==> src/rtl/sap_pkg.sv <==
// Shared SAP machine definitions: memory geometry and the boot loader state set.
// The memory, PC and loader all size themselves from these constants.
package sap_pkg;

    localparam int SAP_ADDR_W = 4;
    localparam int SAP_DATA_W = 8;
    localparam int SAP_DEPTH  = 1 << SAP_ADDR_W;

    typedef enum logic [2:0] {
        IDLE  = 3'd0,
        LOAD  = 3'd1,
        CHECK = 3'd2,
        RUN   = 3'd3,
        ERROR = 3'd4
    } loader_state_t;

endpackage

==> src/rtl/prog_loader.sv <==
// Boot loader: holds the CPU while a length-prefixed image streams into RAM,
// then releases it only if the trailing checksum makes the byte sum zero.
module prog_loader
    import sap_pkg::*;
#(
    parameter int ADDR_W = SAP_ADDR_W,
    parameter int DATA_W = SAP_DATA_W,
    parameter int DEPTH  = SAP_DEPTH
) (
    input  logic              clk,
    input  logic              rst,
    input  logic              start,
    input  logic [ADDR_W:0]   len,
    input  logic [DATA_W-1:0] in_data,
    input  logic              in_valid,
    output logic              in_ready,
    output logic              mem_we,
    output logic [ADDR_W-1:0] mem_addr,
    output logic [DATA_W-1:0] mem_wdata,
    output logic              cpu_hold,
    output logic              busy,
    output logic              done,
    output logic              err
);

    localparam int CNT_W = ADDR_W + 1;
    localparam logic [CNT_W-1:0] DEPTH_C = CNT_W'(DEPTH);
    localparam logic [CNT_W-1:0] ONE_C   = CNT_W'(1);

    loader_state_t     state_q, state_d;
    logic [CNT_W-1:0]  n_q, n_d;
    logic [CNT_W-1:0]  cnt_q, cnt_d;
    logic [DATA_W-1:0] sum_q, sum_d;
    logic              we_q, we_d;
    logic [ADDR_W-1:0] addr_q, addr_d;
    logic [DATA_W-1:0] wdata_q, wdata_d;

    logic              hs;
    logic [CNT_W-1:0]  cnt_inc;
    logic [CNT_W-1:0]  len_eff;
    logic [DATA_W-1:0] chk_sum;

    assign in_ready = (state_q == LOAD) || (state_q == CHECK);
    assign hs       = in_valid && in_ready;
    assign cnt_inc  = cnt_q + ONE_C;
    assign chk_sum  = sum_q + in_data;

    // A zero or oversized length means "fill the whole RAM".
    assign len_eff  = ((len == '0) || (len > DEPTH_C)) ? DEPTH_C : len;

    always_comb begin
        state_d = state_q;
        n_d     = n_q;
        cnt_d   = cnt_q;
        sum_d   = sum_q;
        we_d    = 1'b0;
        addr_d  = addr_q;
        wdata_d = wdata_q;
        case (state_q)
            IDLE, RUN, ERROR: begin
                if (start) begin
                    state_d = LOAD;
                    n_d     = len_eff;
                    cnt_d   = '0;
                    sum_d   = '0;
                end
            end
            LOAD: begin
                if (hs) begin
                    we_d    = 1'b1;
                    addr_d  = cnt_q[ADDR_W-1:0];
                    wdata_d = in_data;
                    cnt_d   = cnt_inc;
                    sum_d   = chk_sum;
                    if (cnt_inc == n_q) state_d = CHECK;
                end
            end
            CHECK: begin
                // Checksum byte is consumed here and never reaches the RAM.
                if (hs) state_d = (chk_sum == '0) ? RUN : ERROR;
            end
            default: state_d = IDLE;
        endcase
    end

    always_ff @(posedge clk) begin
        if (!rst) begin
            state_q <= IDLE;
            n_q     <= '0;
            cnt_q   <= '0;
            sum_q   <= '0;
            we_q    <= 1'b0;
            addr_q  <= '0;
            wdata_q <= '0;
        end else begin
            state_q <= state_d;
            n_q     <= n_d;
            cnt_q   <= cnt_d;
            sum_q   <= sum_d;
            we_q    <= we_d;
            addr_q  <= addr_d;
            wdata_q <= wdata_d;
        end
    end

    assign mem_we    = we_q;
    assign mem_addr  = addr_q;
    assign mem_wdata = wdata_q;
    assign busy      = (state_q == LOAD) || (state_q == CHECK);
    assign done      = (state_q == RUN);
    assign err       = (state_q == ERROR);
    assign cpu_hold  = (state_q != RUN);

endmodule

==> config.mk <==
export PLATFORM = sky130hd
export DESIGN_NAME = prog_loader
export DESIGN_NICKNAME = d
export VERILOG_FILES = /design/src/rtl/sap_pkg.sv /design/src/rtl/prog_loader.sv
export SDC_FILE = /design/constraint.sdc
export NUM_CORES = 1
export LEC_CHECK = 0
export CAP_MARGIN = 20
export CORE_ASPECT_RATIO = 0.75
export CORE_MARGIN = 2
export CORE_UTILIZATION = 46
export DETAILED_ROUTE_END_ITERATION = 10
export DONT_BUFFER_PORTS = 1
export GPL_TIMING_DRIVEN = 0
export PLACE_DENSITY = 0.72
export SLEW_MARGIN = 20
export SYNTH_ARGS = -nofsm -noshare
export SYNTH_HDL_FRONTEND = slang
export SYNTH_SLANG_ARGS = --single-unit
==> constraint.sdc <==
create_clock -name clk -period 2.9 [get_ports clk]
set_input_delay 0.58 -clock clk [delete_from_list [all_inputs] [get_ports clk]]
set_output_delay 0.58 -clock clk [all_outputs]
set_load 0.02 [all_outputs]
==> impl_summary.md <==
Run status
The flow ran to the end, and the final reports show no timing, DRC or antenna violations.

Synthesis
For this run, the leading register cell type out of synthesis is sky130_fd_sc_hd__dfxtp_1. For this run, asynchronously set or reset flops after synthesis account for 0%. After technology mapping, the gate count stands at 219. After synthesis, the mean cell area works out to 8.49 um^2. In this run the cell area of the synthesized design comes to 0.00186 mm^2.

The share of synthesized area occupied by flip-flops and latches is 36.6%. Counting distinct cell types in the post-synthesis netlist gives 43. The warning count from the yosys run is 0. The number of enable flip-flop cells after synthesis is 0. The number of storage elements in the synthesis netlist is 34.

Counting every net in the synthesized netlist gives 246.

Worst hold path
In this run the worst hold path is classified as primary input to flip-flop.

Timing
The clock period could shrink to 2.38 ns. Setup violations remaining at the end of the flow were counted as 0. The achievable frequency is 420 MHz. The count of final max-slew check failures is 0.

Setup repair after global routing left no endpoint under its margin. Headroom to the max-slew limit came out at 65.8%. Of the available clock period, the critical path in the final layout requires 82.2%. The post-route clock skew is 0.00638 ns. For the pin with the worst max-slew slack, the measured transition is 0.512 ns.

The aggregate negative setup slack is 0 ns. The number of endpoints with negative hold slack in the final report is 0. Across all hold checks on the routed design, the worst slack comes to 0.428 ns.

Detailed routing
The first detailed-routing pass took 4 iterations. In this run the remaining antenna-violating nets after routing total 0. After detailed routing, the number of vias per cell comes to 5.39. The aggregate routed wire length is 3900 um. The detailed-route DRC error count is 0. The number of DRC markers in iteration 0 is 129. In the final routed layout, each cell accounts on average for 14.0 um.

The via count of the routed design is 1,504.

Clock network
The CTS tree is done. For the worst-skew pair, the clock arrives at the later sink with an insertion delay of 0.29 ns. The sink count of the clock tree is 34.

The clock tree synthesis step divided the H-tree into 2 levels. TritonCTS created 5 clock buffers. Buffers added to address setup during post-CTS repair amount to 0. The number of buffers on the longest clock path is 2. In this run, post-CTS hold repair placed 0 buffers.

Once the clock tree was built, the resizer swapped 0 gates to a different size. The clock tree root driver cell is sky130_fd_sc_hd__clkbuf_8. The clock transition time at the flip-flop clock pins of the worst setup and hold paths is 0.07 ns.

Die
The starting utilization of the core area is 49.5%. From left edge to right edge, the die measures 77.4 um. For this design the top-level I/O count stands at 35. The overall die area is 0.00457 mm^2. After floorplanning, the core was sized to cover 0.00376 mm^2. The cell row count is 19.

The overall die height is 59.1 um.

Worst setup path
The path length in cells of the critical path is 8. The worst setup path is of the flip-flop to flip-flop kind. The worst register-to-register path has a depth of 8. The launch point of the worst reg-to-reg path is sum_q[0].

Counting both buffers and inverters, the worst setup path holds a total of 0. In this run the worst setup path terminates at state_q[1]. The signal on the critical path passes through ha_1 -> fa_1 -> a211oi_1 -> o21bai_1 -> a21oi_1 -> xor2_1 -> nand3_1 -> o41ai_2. In this run the worst setup path begins at sum_q[0].

The longest individual stage delay on the worst path is 0.42 ns. Setup slack on the worst reg-to-reg path comes out at 0.52 ns. The capturing point of the worst reg2reg path is state_q[1]. The capturing element type of the critical path is a flip-flop.

The top fanout value on the critical path is 3. The arrival time reported for the critical path endpoint is 2.58 ns. Broken down by cell family, the worst path's largest delay share belongs to compound AO/OA/AOI/OAI gates. STA classifies the critical path startpoint as a flip-flop. The required time of the critical path is 3.10 ns. The master of the slowest instance on the critical path is sky130_fd_sc_hd__fa_1.

Placed design
Routability-driven placement finished with a final weighted congestion of 0.802. During placement, the flow inserted port buffers numbering 0. Detailed placement finished with a half-perimeter wire length of 2900 um.

Power
The power per cell area is 537 mW/mm^2. The clock network burns 34.4% of the power. Registers are responsible for 47.5% of the overall power. Net switching is 30.3% of the power. The cell-internal power is 756 uW. The maximum ir drop on the vdd rail is 0.277 mV. The leakage power of the design is 0.000765 uW.

Summed over all nets, the switching power comes to 329 uW. Combinational logic is responsible for 18.1% of the overall power.

Finish
The filler cell count is 374. The proportion of layout cells with a drive suffix above 1 is 9.25%. The layout net count is 253. The repair_antennas step left the layout with diodes totalling 0. The sequential cell area in the final layout is 681 um^2. Summing all multi-input logic gate instances after layout gives 0.00111 mm^2. The library cells used most frequently in the layout, excluding fill and tap cells, are 34 x sky130_fd_sc_hd__nand2_1, 34 x sky130_fd_sc_hd__dfxtp_1, 14 x sky130_fd_sc_hd__nor2b_1, 14 x sky130_fd_sc_hd__a21boi_0, 11 x sky130_fd_sc_hd__o21ai_0. The area growth from synthesis to layout is 8.61%.

Global routing
Global routing used 18.5% of the available tracks across all layers. The via count of the first global-routing pass is 1,385. The global-route met3 utilization is 5.49%. The leftover overflow at the end of global routing is 0. The met2 routing resource usage after global routing is 25.1%. The routing layer with the top usage in global route is met1.

The number of antenna violations at the first check in global routing is 0. In the global route stage, met1 resource usage came out at 27.1%. Entering global routing, the biggest net connects 12 pins. The wire length of the first global-routing pass is 6530 um.

Job
The number of max-cap violations is 0.
## logic make-up after synthesis
kind of cell / count (synthesis) / share of synthesized area (%)
AOI/OAI and AO/OA: 58 / 22.1
DFF: 34 / 36.6
buffers and inverters: 16 / 3.70
adders and majority gates: 10 / 7.13
and+or+nand+nor: 88 / 24.3
xor gates and xnor gates: 13 / 6.12
## synth_stat cells, types with 2 or more instances
cell / count / share of area, %
sky130_fd_sc_hd__dfxtp_1: 34 / 37
sky130_fd_sc_hd__nand2_1: 34 / 6.9
sky130_fd_sc_hd__a21boi_0: 14 / 5.7
sky130_fd_sc_hd__nor2b_1: 14 / 4.7
sky130_fd_sc_hd__o21ai_0: 11 / 3.0
sky130_fd_sc_hd__a21oi_1: 10 / 2.7
sky130_fd_sc_hd__nor2_1: 10 / 2.0
sky130_fd_sc_hd__ha_1: 9 / 6.1
sky130_fd_sc_hd__a22oi_1: 8 / 3.2
sky130_fd_sc_hd__clkbuf_1: 7 / 1.4
sky130_fd_sc_hd__xor2_1: 7 / 3.3
sky130_fd_sc_hd__and2_1: 6 / 2.0
sky130_fd_sc_hd__xnor2_1: 6 / 2.8
sky130_fd_sc_hd__nor3b_1: 5 / 2.0
sky130_fd_sc_hd__buf_2: 4 / 1.1
sky130_fd_sc_hd__inv_1: 4 / 0.81
sky130_fd_sc_hd__nand3_1: 4 / 1.1
sky130_fd_sc_hd__and3_1: 3 / 1.0
sky130_fd_sc_hd__or3_1: 3 / 1.0
sky130_fd_sc_hd__a21o_1: 2 / 0.81
sky130_fd_sc_hd__nor3_1: 2 / 0.54
## metrics by stage
| step | area [um^2] | util, % | cells | power [uW] | worst slack [ns] |
|---|---|---|---|---|---|
| after global routing | 2020 | 53.8 | 279 | 1140 | 0.341 |
| after CTS | 2020 | 53.8 | 279 | 1090 | 0.506 |
| after global placement | 1920 | 51.2 | 271 | 718 | 0.262 |
| final | 2020 | 53.8 | 279 | 1080 | 0.517 |
| after floorplan | 1860 | - | 219 | 682 | 0.494 |
| after detailed placement | 1920 | 51.2 | 271 | 721 | 0.238 |
## registers in the layout, indices dropped and copies added, names as in the netlist
| register | flops |
|---|---|
| cnt_q | 5 |
| sum_q | 8 |
| mem_wdata | 8 |
| state_q | 3 |
| mem_we | 1 |
| n_q | 5 |
| mem_addr | 4 |
## worst min path at each step
stage	from	to	slack, ns	cells after the start
after global placement	cnt_q[4]	cnt_q[4]	0.50	2
after floorplan	cnt_q[1]	mem_addr[1]	0.47	2
final	in_data[4]	mem_wdata[4]	0.43	2
after global routing	rst	state_q[0]	0.43	2
after CTS	in_data[4]	mem_wdata[4]	0.42	2
after detailed placement	cnt_q[4]	cnt_q[4]	0.51	2
## area by class of cell
class | count | area share [%]
plain buffers | 12 | 2.66
clock buffers | 6 | 4.09
clock inverters | 2 | 0.620
inverters | 4 | 0.743
multi-input cells | 169 | 55.0
flip-flops and latches | 34 | 33.7
well taps | 52 | 3.22
## layer usage
metal / routed length [um] / part of all wire, %
met1: 2020 / 52
met2: 1550 / 40
met3: 267 / 6.8
met4: 61 / 1.6
met5: 0 / 0
## power groups by stage
| stage | combinational (uW) | clock [uW] | sequential [uW] |
|---|---|---|---|
| after floorplan | 161 | 0 | 521 |
| after global placement | 193 | 0 | 525 |
| after detailed placement | 195 | 0 | 526 |
| final | 196 | 373 | 515 |
| after CTS | 196 | 383 | 515 |
| after global routing | 221 | 399 | 517 |
Note: power is estimated with default switching activity, not from simulation.
==> variant: new RTL, config.mk and constraints unchanged <==
Change the package constant `SAP_ADDR_W` from 4 to 3.
--- a/src/rtl/sap_pkg.sv
+++ b/src/rtl/sap_pkg.sv
@@ -3,5 +3,5 @@
 package sap_pkg;
 
-    localparam int SAP_ADDR_W = 4;
+    localparam int SAP_ADDR_W = 3;
     localparam int SAP_DATA_W = 8;
     localparam int SAP_DEPTH  = 1 << SAP_ADDR_W;
Interface: changed (resized len and mem_addr); port bits go from 35 to 33. The function was not compared with the original's and may differ.
==> variant against the original RTL <==
- cell count down 4.3%
- sequential power down 11%
- sequential cell count down 3
- power down 13%
- routed wire length down 3.6%
- non-clock buffer count down 1
- count of clock-buffer cells in the layout unchanged
- global-route usage up 0.91 points
- synthesized area down 5.3%
- worst setup slack better by 0.19 ns
- cell area down 5.4%
==> variant: results (changes against the original RTL) <==
Parameter                              Value

Outcome
  Result of the run ... finished clean

Clock tree
  CTS buffer count ... 5 (unchanged)

Placement
  DP HPWL ... 2.66 mm (-8.3%)
  Pre-CTS worst setup slack ... 0.431 ns (+0.193 ns)
  Routability congestion estimate from global placement ... 0.771 (-3.8%)

Cells and area
  Proportion of layout cells with a drive suffix above 1 ... 0.112 (+0.0191)
  Area growth syn-to-layout ... 8.53% (about the same)
  Net count, final ... 239 (-5.5%)

Worst setup path
  CP top delay family ... simple AND/OR/NAND/NOR gates
  Cell with the largest stage delay on the worst path ... sky130_fd_sc_hd__or4b_1
  Slack of the worst reg-to-reg path ... 0.71 ns (+0.19 ns)

Pwr
  Switch Pwr ... 0.275 mW (-16%)
  Total leakage power ... 0.731 nW (-4.5%)
  Worst supply voltage drop on vdd ... 0.320 mV (+15%)

Logic synthesis
  Cell types with the highest counts after synthesis ... sky130_fd_sc_hd__nand2_1 (33), sky130_fd_sc_hd__dfxtp_1 (31), sky130_fd_sc_hd__nor2_1 (11)
  Syn Nets ... 232 (-5.7%)
  Post-synthesis adder-cell area fraction ... 0.0682 (-0.00310)
  Share of synthesized area occupied by flip-flops and latches ... 0.353 (-0.0136)
  Complex-gate fraction of the synthesized area ... 0.208 (-0.0139)
  Netlist cell types ... 46 (+7.0%)
  Fraction of registers with async set/reset ... 0 (unchanged)
  Xor/xnor cell area share of the yosys netlist ... 0.0647 (+0.00344)

Detailed routing
  Total met2 wirelength after detailed routing ... 1.49 mm (-3.9%)
  Total wire length ... 3.76 mm (-3.6%)
  Post-Route M1 WL ... 1.95 mm (-3.6%)
  Detailed router's first-iteration violation count ... 79 (-39%)
  Met3 Wirelength ... 260 um (-2.6%)

Global route
  Overall fraction of global-route tracks in use ... 0.194 (+0.00908)
  Number of global-route vias before repair ... 1318 (-4.8%)
  Wire length of the first global-routing pass ... 6.16 mm (-5.6%)
  Routing usage on met2 ... 0.256 (+0.00497)
  Initial antenna violation count ... 0 (unchanged)

Timing
  Slew headroom ... 0.636 (-0.0221)
  Final period demand of the worst path ... 2.19 ns (-0.191 ns)
  Setup Skew ... 0.00427 ns (-0.00211 ns)

Hold path
  Worst hold start ... start
-- variant: cell types whose count changed in the layout (fill, tap and decap cells not counted), moves of 5 or more --
cell / change
sky130_fd_sc_hd__nand3_1: +5
sky130_fd_sc_hd__a21boi_1: +8
sky130_fd_sc_hd__a22oi_1: -6
sky130_fd_sc_hd__o21ai_0: -8
sky130_fd_sc_hd__nor2b_1: -7
sky130_fd_sc_hd__a21boi_0: -6
-- variant: per-stage QoR --
| step | cells | hold WS, ns |
|---|---|---|
| 6_report | 267 | 0.367 |
| 5_1_grt | 267 | 0.368 |
| 4_1_cts | 267 | 0.365 |
| 3_5_place_dp | 259 | 0.464 |
| 3_3_place_gp | 259 | 0.461 |
| 2_1_floorplan | 207 | 0.450 |
-- variant: layout make-up --
type	count	area share
buffer	11	0.0288
clock buffer	6	0.0380
clock inverter	2	0.00655
inverter	6	0.0118
multi-input combinational	159	0.556
sequential	31	0.325
tap	52	0.0341
-- variant: worst paths after layout --
path | end | cells after the start
max | state_q[1] | 8
min | state_q[2] | 1
max reg2reg | state_q[1] | 8
min reg2reg | sum_q[0] | 2
-- variant: cell families after synthesis --
| logic type | Yosys count |
|---|---|
| buf+inv | 17 |
| fa+ha+maj | 9 |
| compound gates | 49 |
| simple gates | 88 |
| flops | 31 |
| xor+xnor | 13 |
-- variant: power groups by stage --
stage | sequential (mW) | combinational, mW | clock [mW]
CTS | 0.458 | 0.148 | 0.348
global placement | 0.468 | 0.145 | 0
global route | 0.460 | 0.166 | 0.365
finish | 0.458 | 0.148 | 0.340
detailed placement | 0.468 | 0.147 | 0
floorplan | 0.466 | 0.121 | 0
